File: config.mk
export PLATFORM = sky130hd
export DESIGN_NAME = mult_arbiter_flat
export DESIGN_NICKNAME = d
export VERILOG_FILES = /design/src/rtl/mult_arbiter_if.sv /design/src/rtl/mult_arbiter.sv /design/src/flat_wrapper.sv
export SDC_FILE = /design/constraint.sdc
export NUM_CORES = 2
export LEC_CHECK = 0
export ABC_AREA = 0
export ABC_CLOCK_PERIOD_IN_PS = 11800
export CAP_MARGIN = 20
export CORE_ASPECT_RATIO = 1.4
export CORE_UTILIZATION = 47
export CTS_CLUSTER_DIAMETER = 80
export DETAILED_ROUTE_END_ITERATION = 16
export SLEW_MARGIN = 10
export SYNTH_ARGS = -nofsm -noshare
export SYNTH_HDL_FRONTEND = slang
export SYNTH_SLANG_ARGS = --single-unit
File: constraint.sdc
create_clock -name clk_in -period 11.8 [get_ports clk_in]
set_input_delay 1.77 -clock clk_in [delete_from_list [all_inputs] [get_ports clk_in]]
set_output_delay 1.77 -clock clk_in [all_outputs]
set_load 0.02 [all_outputs]
File: src/rtl/mult_arbiter_if.sv
// Request/response bundle between the two requesters and mult_arbiter.
// Index i of every two-entry field belongs to port i (0 = CPU, 1 = coprocessor).
interface mult_arbiter_if;
  logic [1:0]       req_valid_in;
  logic [1:0]       req_ready_out;
  logic [1:0][1:0]  req_op_in;
  logic [1:0][31:0] req_a_in;
  logic [1:0][31:0] req_b_in;
  logic [1:0]       resp_valid_out;
  logic [31:0]      resp_data_out;
  logic             busy_out;

  modport master (
    output req_valid_in, req_op_in, req_a_in, req_b_in,
    input  req_ready_out, resp_valid_out, resp_data_out, busy_out
  );

  modport slave (
    input  req_valid_in, req_op_in, req_a_in, req_b_in,
    output req_ready_out, resp_valid_out, resp_data_out, busy_out
  );
endinterface

File: src/rtl/mult_arbiter.sv
// mult_arbiter: two requesters share one pipelined RV32M multiplier (MUL/MULH/MULHSU/MULHU).
// Define MULT_ARB_RR_EN for round-robin conflicts; otherwise port 0 has fixed priority.
module mult_arbiter #(
  parameter int LATENCY = 2
) (
  input logic           clk_in,
  input logic           rst_in,
  mult_arbiter_if.slave bus
);

  typedef struct packed {
    logic        valid;
    logic        tag;
    logic [31:0] data;
  } stage_t;

  logic [1:0]  pick;
  logic [1:0]  grant;
  logic        issue_valid;
  logic        issue_port;
  logic [1:0]  issue_op;
  logic [31:0] issue_a;
  logic [31:0] issue_b;
  logic [63:0] a_ext;
  logic [63:0] b_ext;
  logic [63:0] product;
  logic [31:0] result;
  logic        busy;
  stage_t      pipe [LATENCY];

`ifdef MULT_ARB_RR_EN
  logic prio;

  always_comb begin
    pick = bus.req_valid_in;
    if (bus.req_valid_in == 2'b11) begin
      pick = prio ? 2'b10 : 2'b01;
    end
  end

  // prio names the port that wins the next conflict: whoever did not just get a grant
  always_ff @(posedge clk_in or negedge rst_in) begin
    if (!rst_in) begin
      prio <= 1'b0;
    end else if (|grant) begin
      prio <= grant[0];
    end
  end
`else
  always_comb begin
    pick = 2'b00;
    if (bus.req_valid_in[0]) begin
      pick = 2'b01;
    end else if (bus.req_valid_in[1]) begin
      pick = 2'b10;
    end
  end
`endif

  // Grant is masked by reset so ready drops immediately, not just on the next edge
  assign grant             = rst_in ? pick : 2'b00;
  assign bus.req_ready_out = grant;

  always_ff @(posedge clk_in or negedge rst_in) begin
    if (!rst_in) begin
      issue_valid <= 1'b0;
      issue_port  <= 1'b0;
      issue_op    <= 2'b00;
      issue_a     <= '0;
      issue_b     <= '0;
    end else begin
      issue_valid <= |grant;
      if (|grant) begin
        issue_port <= grant[1];
        issue_op   <= bus.req_op_in[grant[1]];
        issue_a    <= bus.req_a_in[grant[1]];
        issue_b    <= bus.req_b_in[grant[1]];
      end
    end
  end

  // Operands are extended to 64 bits so a wrapping 64-bit multiply yields the exact product
  always_comb begin
    a_ext   = {{32{(issue_op != 2'b11) & issue_a[31]}}, issue_a};
    b_ext   = {{32{~issue_op[1] & issue_b[31]}}, issue_b};
    product = a_ext * b_ext;
    result  = (issue_op == 2'b00) ? product[31:0] : product[63:32];
  end

  always_ff @(posedge clk_in or negedge rst_in) begin
    if (!rst_in) begin
      for (int k = 0; k < LATENCY; k++) begin
        pipe[k] <= '0;
      end
    end else begin
      pipe[0] <= '{valid: issue_valid, tag: issue_port, data: issue_valid ? result : 32'h0};
      for (int k = 1; k < LATENCY; k++) begin
        pipe[k] <= pipe[k-1];
      end
    end
  end

  always_comb begin
    busy = issue_valid;
    for (int k = 0; k < LATENCY; k++) begin
      busy = busy | pipe[k].valid;
    end
  end

  assign bus.busy_out       = busy;
  assign bus.resp_valid_out = pipe[LATENCY-1].valid ? (pipe[LATENCY-1].tag ? 2'b10 : 2'b01) : 2'b00;
  assign bus.resp_data_out  = pipe[LATENCY-1].valid ? pipe[LATENCY-1].data : 32'h0;

endmodule
File: src/flat_wrapper.sv
// flat-port wrapper written by rule: the top's interface ports become plain ports
module mult_arbiter_flat 
#(
  parameter int LATENCY = 2
)
  (clk_in, rst_in, bus_req_valid_in, bus_req_op_in, bus_req_a_in, bus_req_b_in, bus_req_ready_out, bus_resp_valid_out, bus_resp_data_out, bus_busy_out);
  mult_arbiter_if bus_i ();
  input logic clk_in;
  input logic rst_in;
  input wire logic [$bits(bus_i.req_valid_in)-1:0] bus_req_valid_in;
  input wire logic [$bits(bus_i.req_op_in)-1:0] bus_req_op_in;
  input wire logic [$bits(bus_i.req_a_in)-1:0] bus_req_a_in;
  input wire logic [$bits(bus_i.req_b_in)-1:0] bus_req_b_in;
  output wire logic [$bits(bus_i.req_ready_out)-1:0] bus_req_ready_out;
  output wire logic [$bits(bus_i.resp_valid_out)-1:0] bus_resp_valid_out;
  output wire logic [$bits(bus_i.resp_data_out)-1:0] bus_resp_data_out;
  output wire logic [$bits(bus_i.busy_out)-1:0] bus_busy_out;
  assign bus_i.req_valid_in = bus_req_valid_in;
  assign bus_i.req_op_in = bus_req_op_in;
  assign bus_i.req_a_in = bus_req_a_in;
  assign bus_i.req_b_in = bus_req_b_in;
  assign bus_req_ready_out = bus_i.req_ready_out;
  assign bus_resp_valid_out = bus_i.resp_valid_out;
  assign bus_resp_data_out = bus_i.resp_data_out;
  assign bus_busy_out = bus_i.busy_out;
  mult_arbiter #(.LATENCY(LATENCY)) u_core (.clk_in(clk_in), .rst_in(rst_in), .bus(bus_i));
endmodule
==> flow_summary.toml <==
[synthesis]
synth-adder-area-share = 0.583
synth_top_area_frac = 0.522
ys_seq_elements = 136
netlist_area_um2 = 43200
synth_area_leaders = "fa_1, inv_1, dfrtp_1"
synthTopCellsByCount = "inv_1, fa_1, nand2_1, and2_1, clkbuf_1"
synth_cells = 4586
async_flop_share = 1.00
synth_seq_area_share = 0.0788
yosys_warnings = 0
yosysTopAreaCell = "fa_1"
synthFlopType = "dfrtp_1"
synth_xor_area_frac = 0.0148
synth.most_common_cell = "inv_1"
synth_edf_count = 0
synthMuxAreaShare = 0.000232
syn_nets = 6059
synth_top_family_by_area = "adder cells"
synth.avg_cell_area_um2 = 9.42
synth_cell_type_count = 68
yosys.area_share.simple = 0.139
synth_compound_area_frac = 0.0626

[global_route]
overflow = 0
grt_max_degree = 70
grt_pass1_wl_um = 199000
antenna_found_initial = 1
grt_use_total = 0.282
grt_pass1_vias = 34700

[timing]
rsz0062_at_grt = "false"
setup_tns_ns = 0
layout_setup_ws_ns = 2.12
relSlewSlack = 0.244
fmaxAchievable_mhz = 103
period_share = 0.820
finalCriticalPeriod_ns = 9.68
drv_slew = 0
report.final.hold_viol_count = 0
finalClockSkew_ns = 0.0208
tightestPinTransition_ns = 1.13
finalSetupViolations = 0

[setup_path]
crit_slowest_cell = "fa_1"
cp_max_fo = 34
crit_family = "adder cells"
critPathLaunchType = "flip-flop"
crit_arrival_ns = 10.00
crit_top_cell = "fa_1"
worstSetupPathType = "reg -> reg"
crit_buf_inv = 9
critPathMaxStageDelay_ns = 0.80
crit_path_end_kind = "flip-flop"
cp.required_ns = 12.12

[clock_network]
clkSinkCount = 136
cts.htree.levels = 4
post_cts_buffers = 0
clk_pin_slew_ns = 0.07
cts_inserted_buffers = 17
cts_root_buf = "clkbuf_16"
cts_resized = 0
insertion_delay_ns = 0.47
cts.path.max_buffers = 2
cts_hold_buf = 0
cts_tree = "built"

[detailed_routing]
wl_met3_um = 4300
drc = 0
route.met2.wl_um = 69400
drt_iter0_markers = 1701
routed_wl_um = 124000
via_per_inst = 5.36
wl_per_cell_um = 21.4
final_antenna_net_count = 0
firstDrtPassIters = 5
m1WireLength_um = 43700
vias = 31000
highest_layer = "met4"

[floorplanning]
fp.coreArea_um2 = 91100
dieArea_um2 = 93100
fp.dieH_um = 361
row_count = 131
pin_count = 173
start_util = 0.474
die_w_um = 258

[worst_hold_path]
hp-class = "reg -> reg"

[finish]
drive_above_1_share = 0.0305
final_nets = 6046
final_cells = 5784
fillCellCount = 8596
area_delta_synth_final_pct = 7.70
design_area_um2 = 46500

[run]
maxCapViolCount = 0

[run_status]
outcome = "complete, no violations"

[placed_design]
pre_cts_ws_ns = 2.11
dp_hpwl_um = 98700
placed_area_um2 = 45900
gp_congestion = 0.976
post-place-cells = 5750
numPortBuffers = 172
flip-flops by register name (all words and copies together), names as in the netlist:
signal / cells
u_core.issue_valid: 1
u_core.issue_a: 32
u_core.issue_port: 1
u_core.issue_b: 32
u_core.issue_op: 2
u_core.pipe: 68
layout make-up:
type | instances | area (µm²) | share of cell area
clock buffer | 17 | 425 | 0.00915
antenna | 1 | 2.50 | 0.0000538
sequential | 136 | 3420 | 0.0735
clock inverter | 15 | 175 | 0.00377
multi-input combinational | 3057 | 34600 | 0.743
inverter | 1128 | 4230 | 0.0910
tap | 1197 | 1500 | 0.0322
timing repair buffer | 233 | 2190 | 0.0470
cell usage in the layout, fill, tap and decap left out, types with 49 or more instances in the layout:
| cell | n |
|---|---|
| fa_1 | 1125 |
| nand2_1 | 760 |
| ha_1 | 212 |
| a21oi_1 | 70 |
| buf_4 | 60 |
| a22o_1 | 132 |
| nor2_1 | 56 |
| dfrtp_1 | 123 |
| inv_1 | 1127 |
| xnor2_1 | 49 |
| and2_1 | 397 |
| clkdlybuf4s50_1 | 170 |
worst paths after layout:
| check | to | start | cells past startpoint | slack [ns] |
|---|---|---|---|---|
| max reg2reg | u_core.pipe[63] | u_core.issue_a[31] | 29 | 2.12 |
| min reg2reg | u_core.pipe[32] | u_core.pipe[66] | 0 | 0.34 |
| min | u_core.pipe[32] | u_core.pipe[66] | 0 | 0.34 |
| min in group asynchronous | u_core.pipe[64] | rst_in | 1 | 1.26 |
| max | u_core.pipe[63] | u_core.issue_a[31] | 29 | 2.12 |
| max in group asynchronous | u_core.issue_a[3] | rst_in | 2 | 9.44 |
metal layers:
metal  up-vias  global-route usage
met5         -                   0
met4         0               0.130
met3       290              0.0192
met2       827               0.539
met1     16600               0.315
li1      13300                   -
kinds of logic after synthesis:
family	after synthesis
adders and majority gates	1337
muxes	1
AOI/OAI and AO/OA	357
xor gates and xnor gates	73
buffers and inverters	1393
and+or+nand+nor	1289
DFF	136
per-stage QoR:
step	util	hold WS [ns]
after floorplan	-	0.331
after global placement	0.504	0.332
after detailed placement	0.504	0.335
after CTS	0.510	0.344
after global routing	0.510	0.353
final	0.510	0.344
Power is left out: the tool's default activity adds up to more than one toggle a clock period on the data nets, which glitch-free logic cannot reach.
